**src/rtl/pipe_ctrl.sv**
```systemverilog
// pipe_ctrl: chain of STAGES valid/data registers with ready/valid on both
// ends. It collapses bubbles, holds data under backpressure and flushes
// all stages on one edge. It also flags upstream protocol violations.
// Ports: clk, rst (async, active-low); in_valid/in_ready/in_data upstream;
//   out_valid/out_ready/out_data downstream; flush kills all stages;
//   occupancy = valid stage count; stall_cnt = backpressure cycles;
//   err = sticky protocol-violation flag.
// Optional: define PIPE_CTRL_PERF_EN to build the stall_cnt counter,
//   otherwise stall_cnt is tied to zero.
module pipe_ctrl #(
   parameter int WIDTH  = 16,
   parameter int STAGES = 4
) (
   input  logic                         clk,
   input  logic                         rst,
   input  logic                         in_valid,
   output logic                         in_ready,
   input  logic [WIDTH-1:0]             in_data,
   output logic                         out_valid,
   input  logic                         out_ready,
   output logic [WIDTH-1:0]             out_data,
   input  logic                         flush,
   output logic [$clog2(STAGES+1)-1:0]  occupancy,
   output logic [15:0]                  stall_cnt,
   output logic                         err
);

   localparam int OW = $clog2(STAGES+1);
   localparam logic [OW-1:0] ONE = OW'(1);

   logic [STAGES-1:0] v_q, v_d, adv;
   logic [WIDTH-1:0]  d_q [STAGES];
   logic [WIDTH-1:0]  d_d [STAGES];
   logic [OW-1:0]     occ_q, occ_d;
   logic              pend_q, pend_d;
   logic [WIDTH-1:0]  pdat_q;
   logic              err_q, err_d;
   logic              in_fire;

   // Stage i may load when the sink takes a word or any stage at or
   // downstream of i is empty; flattened form of the ready chain.
   always_comb begin
      adv = '0;
      for (int i = 0; i < STAGES; i++) begin
         adv[i] = out_ready;
         for (int j = i; j < STAGES; j++) begin
            if (!v_q[j]) adv[i] = 1'b1;
         end
      end
   end

   assign in_ready = rst & adv[0] & ~flush;
   assign in_fire  = in_valid & in_ready;

   always_comb begin
      v_d = v_q;
      d_d = d_q;
      if (flush) begin
         // Kill valids only; data registers keep their contents.
         v_d = '0;
      end else begin
         if (adv[0]) begin
            v_d[0] = in_fire;
            d_d[0] = in_data;
         end
         for (int i = 1; i < STAGES; i++) begin
            if (adv[i]) begin
               v_d[i] = v_q[i-1];
               d_d[i] = d_q[i-1];
            end
         end
      end
   end

   always_comb begin
      occ_d = '0;
      for (int i = 0; i < STAGES; i++) begin
         if (v_d[i]) occ_d = occ_d + ONE;
      end
   end

   // A payload offered but refused must reappear unchanged next cycle.
   assign pend_d = in_valid & ~in_ready & ~flush;
   assign err_d  = err_q |
                   (pend_q & (~in_valid | (in_data != pdat_q)));

   always_ff @(posedge clk or negedge rst) begin
      if (!rst) begin
         v_q    <= '0;
         for (int i = 0; i < STAGES; i++) d_q[i] <= '0;
         occ_q  <= '0;
         pend_q <= 1'b0;
         pdat_q <= '0;
         err_q  <= 1'b0;
      end else begin
         v_q    <= v_d;
         d_q    <= d_d;
         occ_q  <= occ_d;
         pend_q <= pend_d;
         pdat_q <= in_data;
         err_q  <= err_d;
      end
   end

   assign out_valid = v_q[STAGES-1];
   assign out_data  = d_q[STAGES-1];
   assign occupancy = occ_q;
   assign err       = err_q;

`ifdef PIPE_CTRL_PERF_EN
   logic [15:0] stall_q;

   always_ff @(posedge clk or negedge rst) begin
      if (!rst) begin
         stall_q <= '0;
      end else if (v_q[STAGES-1] && !out_ready &&
                   stall_q != 16'hFFFF) begin
         stall_q <= stall_q + 16'd1;
      end
   end

   assign stall_cnt = stall_q;
`else
   assign stall_cnt = 16'h0000;
`endif

endmodule
```
**config.mk**
```make
export PLATFORM = sky130hd
export DESIGN_NAME = pipe_ctrl
export DESIGN_NICKNAME = d
export VERILOG_FILES = /design/src/rtl/pipe_ctrl.sv
export SDC_FILE = /design/constraint.sdc
export NUM_CORES = 1
export LEC_CHECK = 0
export ABC_AREA = 1
export CAP_MARGIN = 10
export CORE_ASPECT_RATIO = 0.6
export CORE_UTILIZATION = 35
export CTS_CLUSTER_SIZE = 25
export DETAILED_ROUTE_END_ITERATION = 8
export GPL_TIMING_DRIVEN = 0
export PLACE_DENSITY_LB_ADDON = 0.05
export SETUP_SLACK_MARGIN = 0.15
export SLEW_MARGIN = 20
export SYNTH_ARGS = -nofsm -noshare
export SYNTH_HDL_FRONTEND = slang
export SYNTH_SLANG_ARGS = --single-unit
```
**constraint.sdc**
```tcl
create_clock -name clk -period 2.6 [get_ports clk]
set_input_delay 0.39 -clock clk [delete_from_list [all_inputs] [get_ports clk]]
set_output_delay 0.39 -clock clk [all_outputs]
set_load 0.1 [all_outputs]
```
* Word level (Yosys, flattened, before mapping)
Index checks and enable logic that the tools add are counted.
W data, S select, Z words.
** Word-level totals
- Input port bits :: 21
- Bits in registers :: 89
- Logic and storage cells :: 47
** Cells by class
- Reduce and logical (&&, ||, !) cells :: 4
- Muxes and demuxes :: 19
- $add $sub $neg :: 3
- Bitwise operators :: 11
- Equal/unequal tests :: 1
** Operator list (number)
- $ne A16 B16 Y1 :: 1
- $mux W1 :: 15
- $add A3 B1 Y3 const B :: 3
- $mux W3 :: 3
- $reduce_and A2 Y1 :: 4
- $and A1 B1 Y1 :: 6
- $mux W4 :: 1
- $not A1 Y1 :: 3
- $or A1 B1 Y1 :: 2

* Longest topological paths before layout
- Depth in word-level cells :: 16
- Gate-level depth with buffers :: 14

* Worst setup path before layout
Ideal clock, no wire load.
- Path type :: reg-to-reg
- Start :: register v_q[3]
- End :: register occ_q[1] (netlist: occupancy[1])
- Library setup time :: 0.122 ns
- Setup slack :: -0.184 ns
- Stages on the path, launching flop included :: 14
- Buffers on the path :: 0
- Arrival time :: 2.662 ns
- Path through :: dfrtp_1 > nand3_2 > nor2_2 > nand2_2 > a21oi_1 > inv_1 > ha_1 > inv_1 > nand2_1 > nand2_1 > inv_1 > ha_1 > nor3_1 > nor2_1
** Between the ends
- Word-level cells in the longest chain between the ends :: 13
- Elaborated cells between the ends (all ways) :: 19
- Classes of those cells :: add/sub (3); mux (13); bitwise (3)
** RTL lines
- start: declaration :: line 31 : logic [STAGES-1:0] v_q, v_d, adv;
- start signal: assignment :: line 96 : v_q <= v_d;
- $mux W1 * :: line 47 : if (!v_q[j]) adv[i] = 1'b1;
- $and A1 B1 Y1 (2 in a row) :: line 52 : assign in_ready = rst & adv[0] & ~flush;
- $and A1 B1 Y1 :: line 53 : assign in_fire = in_valid & in_ready;
- $mux W1 * :: line 62 : if (adv[0]) begin
- $mux W4 * :: line 58 : if (flush) begin
- named net v_d[0] :: line 31
- $mux W1 * :: line 78 : if (v_d[i]) occ_d = occ_d + ONE;
- $add A3 B1 Y3 :: line 78
- $mux W3 * :: line 78
- $add A3 B1 Y3 :: line 78
- $mux W3 * :: line 78
- $add A3 B1 Y3 :: line 78
- $mux W3 * :: line 78
- named net occ_d[1] :: line 34 : logic [OW-1:0] occ_q, occ_d;
- end signal: assignment :: line 91 : occ_q <= '0;
- end signal: assignment :: line 98 : occ_q <= occ_d;
- end: declaration :: line 34
The timed path passes the listed nets; every way through them passes the cells marked *.
A chain may end at the register's enable or synchronous reset.

* Final worst setup path
- Start :: register v_q[3]
- End :: output port out_valid
** RTL lines
- end: declaration :: line 19 : output logic out_valid,
No word-level cell between the ends.

==> results.sh <==
export IMPL_final_common_cell="dfrtp_1"
export IMPL_synth_mux_area_share_pct=4.40
export IMPL_layoutNonFillerInstCount=590
export IMPL_whs_ps=26.6
export IMPL_drc=0
export IMPL_cpPeakStageDelay_ps=1140
export IMPL_worst_slack_ps=304
export IMPL_crit_buf_inv=1
export IMPL_cts_buffers=9
export IMPL_wirelength_mm=6.64
export IMPL_layout_common_cells="88 x dfrtp_1, 71 x nand2_1, 50 x inv_1, 40 x clkdlybuf4s50_1, 38 x o21ai_0"
export IMPL_ys_seq_area_share_pct=59.4
export IMPL_grt_pass1_vias=2192
export IMPL_area_growth_pct=27.7
export IMPL_outcome="finished clean"
export IMPL_synth_area_mm2=0.00375
export IMPL_clock_sinks=89
export IMPL_cellPowerDensity_mw_per_mm2=808
export IMPL_maxCapViolations=0
export IMPL_yosys_area_top_type="dfrtp_1"
export IMPL_ios=59
export IMPL_first_pass_iters=4
export IMPL_max_freq_mhz=436
export IMPL_ys_types=24
export IMPL_synth_seq_cells=89
export IMPL_setup_violations=0
export IMPL_dr_total_vias=2368
export IMPL_cts_root_buf="clkbuf_16"
export IMPL_cp_start_kind="flip-flop"
export IMPL_worst_slew_pin_slew_ps=972
export IMPL_synth_area_leaders="dfrtp_1 59%, nand2_1 7.1%, buf_4 6.8%"
export IMPL_synth_top_area_share_pct=59.4
export IMPL_yosys_area_share_adder_pct=1.00
export IMPL_synth_compound_area_share_pct=8.51
export IMPL_dp_cells=574
export IMPL_final_setup_tns_ps=0
export IMPL_rsz0062_at_grt="no"
export IMPL_synth_top_family_by_area="buffers and inverters"
export IMPL_critPathRequiredTime_ps=2210
export IMPL_wl_per_cell_um=11.2
export IMPL_critPathKind="reg -> out"
export IMPL_relSlewSlack_pct=35.0
export IMPL_initial_utilization_pct=37.0
export IMPL_crit_family="buffers and inverters"
export IMPL_cts_max_path_buffers=2
export IMPL_diodes=0
export IMPL_ys_warn_count=0
export IMPL_grt_antenna_before_repair=0
export IMPL_nets=475
export IMPL_timing_final_crit_share_pct=88.3
export IMPL_worstSetupEndpointType="output port"
export IMPL_grt_usage_pct=13.4
export IMPL_synthSimpleGateAreaFrac_pct=12.1
export IMPL_drt_vias_per_instance=4.01
export IMPL_dp_slack_ps=-279
export IMPL_portBuffers=42
export IMPL_grt_pass1_wl_mm=11.1
export IMPL_clock_latency_ps=330
export IMPL_arrival_ps=1910
export IMPL_avgSynthCellArea_um2=9.85
export IMPL_die_height_um=82.2
export IMPL_coreArea_mm2=0.0101
export IMPL_ant_nets=0
export IMPL_synth_cells=381
export IMPL_drtIter0Drc=138
export IMPL_synthXorXnorAreaFrac_pct=1.17
export IMPL_vdd_drop_max_v=0.000348
export IMPL_power_leakage_nw=2.39
export IMPL_critPathMaxFanout=4
export IMPL_hold_viol=0
export IMPL_cts_clk_slew_worst_paths_ps=60
export IMPL_drive_gt1_share_pct=18.2
export IMPL_min_period_ps=2300
export IMPL_row_count=28
export IMPL_die_w_um=136
export IMPL_dpl_hpwl_mm=4.90
export IMPL_grt_max_degree=70
export IMPL_die_area_mm2=0.0111
export IMPL_slew_violations=0
export IMPL_hp_class="in -> async"
export IMPL_grt_ovfl_total=0
export IMPL_crit_path_top_delay_cell="clkdlybuf4s50_1"
export IMPL_crit_chain="clkdlybuf4s50_1"
export IMPL_place_congestion=0.738
export IMPL_finalClockSkew_ps=4.48
export IMPL_cts_tree="built"
export IMPL_htreeDepth=3
[cell families (layout without fill, tap and decap cells)]
logic type | after synthesis | in the layout
and+or+nand+nor | 114 | 114
AOI/OAI and AO/OA | 61 | 61
adders and majority gates | 3 | 3
muxes | 14 | 14
DFF | 89 | 89
buffers and inverters | 94 | 153
xor gates and xnor gates | 5 | 5
other | 1 | 16
[power breakdown]
part | switching, mW | total (mW) | leakage [nW] | internal [mW]
Combinational | 0.608 | 0.871 | 1.17 | 0.263
Sequential | 0.0662 | 1.59 | 1.06 | 1.53
Clock | 0.492 | 1.41 | 0.162 | 0.915
Total | 1.17 | 3.87 | 2.39 | 2.71
[what timing repair did]
action,CTS,global route
hold endpoints to repair,22,0
gates cloned,0,0
pin swaps,0,0
gates resized for setup,3,5
endpoints found under the setup margin,1,2
setup buffers,0,0
hold buffers,1,0
[flip-flops by register name, indices dropped and copies added (netlist names)]
register / count
out_data: 16
pdat_q: 16
d_q: 48
occupancy: 3
err: 1
pend_q: 1
v_q: 4
[worst register-to-register path: stages (launching register included)]
cell and delay, ps:
dfrtp_4 440, nand3_4 120, nor2_4 110, nand2_2 90
a21oi_4 160, inv_1 60, ha_1 320, inv_1 60
nand2_1 50, nand2_1 100, inv_1 50, ha_1 260
nor3_1 160, nor2_1 70
[Yosys cell counts]
master / number
buf_2: 5
mux2_4: 2
o21ai_0: 38
mux2_2: 12
nand3_1: 6
nand2_2: 3
inv_1: 51
dfrtp_1: 89
nor2_1: 31
ha_1: 3
buf_4: 34
nor2_2: 1
buf_6: 2
nand2_1: 71
a21oi_1: 21
nor3_1: 1
clkbuf_1: 1
nand3_2: 1
conb_1: 1
xnor2_1: 3
xor2_1: 2
o21ai_4: 1
a21boi_0: 1
inv_2: 1
[through the flow]
step	power [mW]	utilization, %	instance area, um2
final	3.87	47.3	4790
after detailed placement	2.50	43.7	4430
after floorplan	2.29	-	3810
after global placement	2.48	43.5	4400
after global routing	4.06	47.3	4790
after CTS	3.92	47.1	4770
[layer usage]
| layer | global-route usage, % | share of wire [%] |
|---|---|---|
| met5 | 0 | 0 |
| met4 | 4.38 | 1.1 |
| met3 | 4.46 | 4.1 |
| met2 | 16.9 | 36 |
| met1 | 20.7 | 59 |
[final cells by class]
class,count,area (um2)
Clock buffer,13,270
Multi-Input combinational cell,213,1100
Sequential cell,89,2230
Clock inverter,2,60.1
Buffer,42,307
Timing Repair Buffer,44,455
Tap cell,135,169
Inverter,52,195
Fill cell,962,5340
[worst paths after layout]
path / startpoint / to / slack, ps / cells after the start
setup / recovery: v_q[3]$_DFF_PN0_ / out_valid / 300 / 1
hold / removal: rst / pdat_q[15]$_DFF_PN0_ / 30 / 2
max in group asynchronous: rst / v_q[3]$_DFF_PN0_ / 2110 / 2
hold reg to reg: pend_q$_DFF_PN0_ / err$_DFF_PN0_ / 460 / 2
min in group clk: pend_q$_DFF_PN0_ / err$_DFF_PN0_ / 460 / 2
setup reg to reg: v_q[3]$_DFF_PN0_ / occupancy[1]$_DFF_PN0_ / 430 / 13
Power figures use the tool's default switching activity.
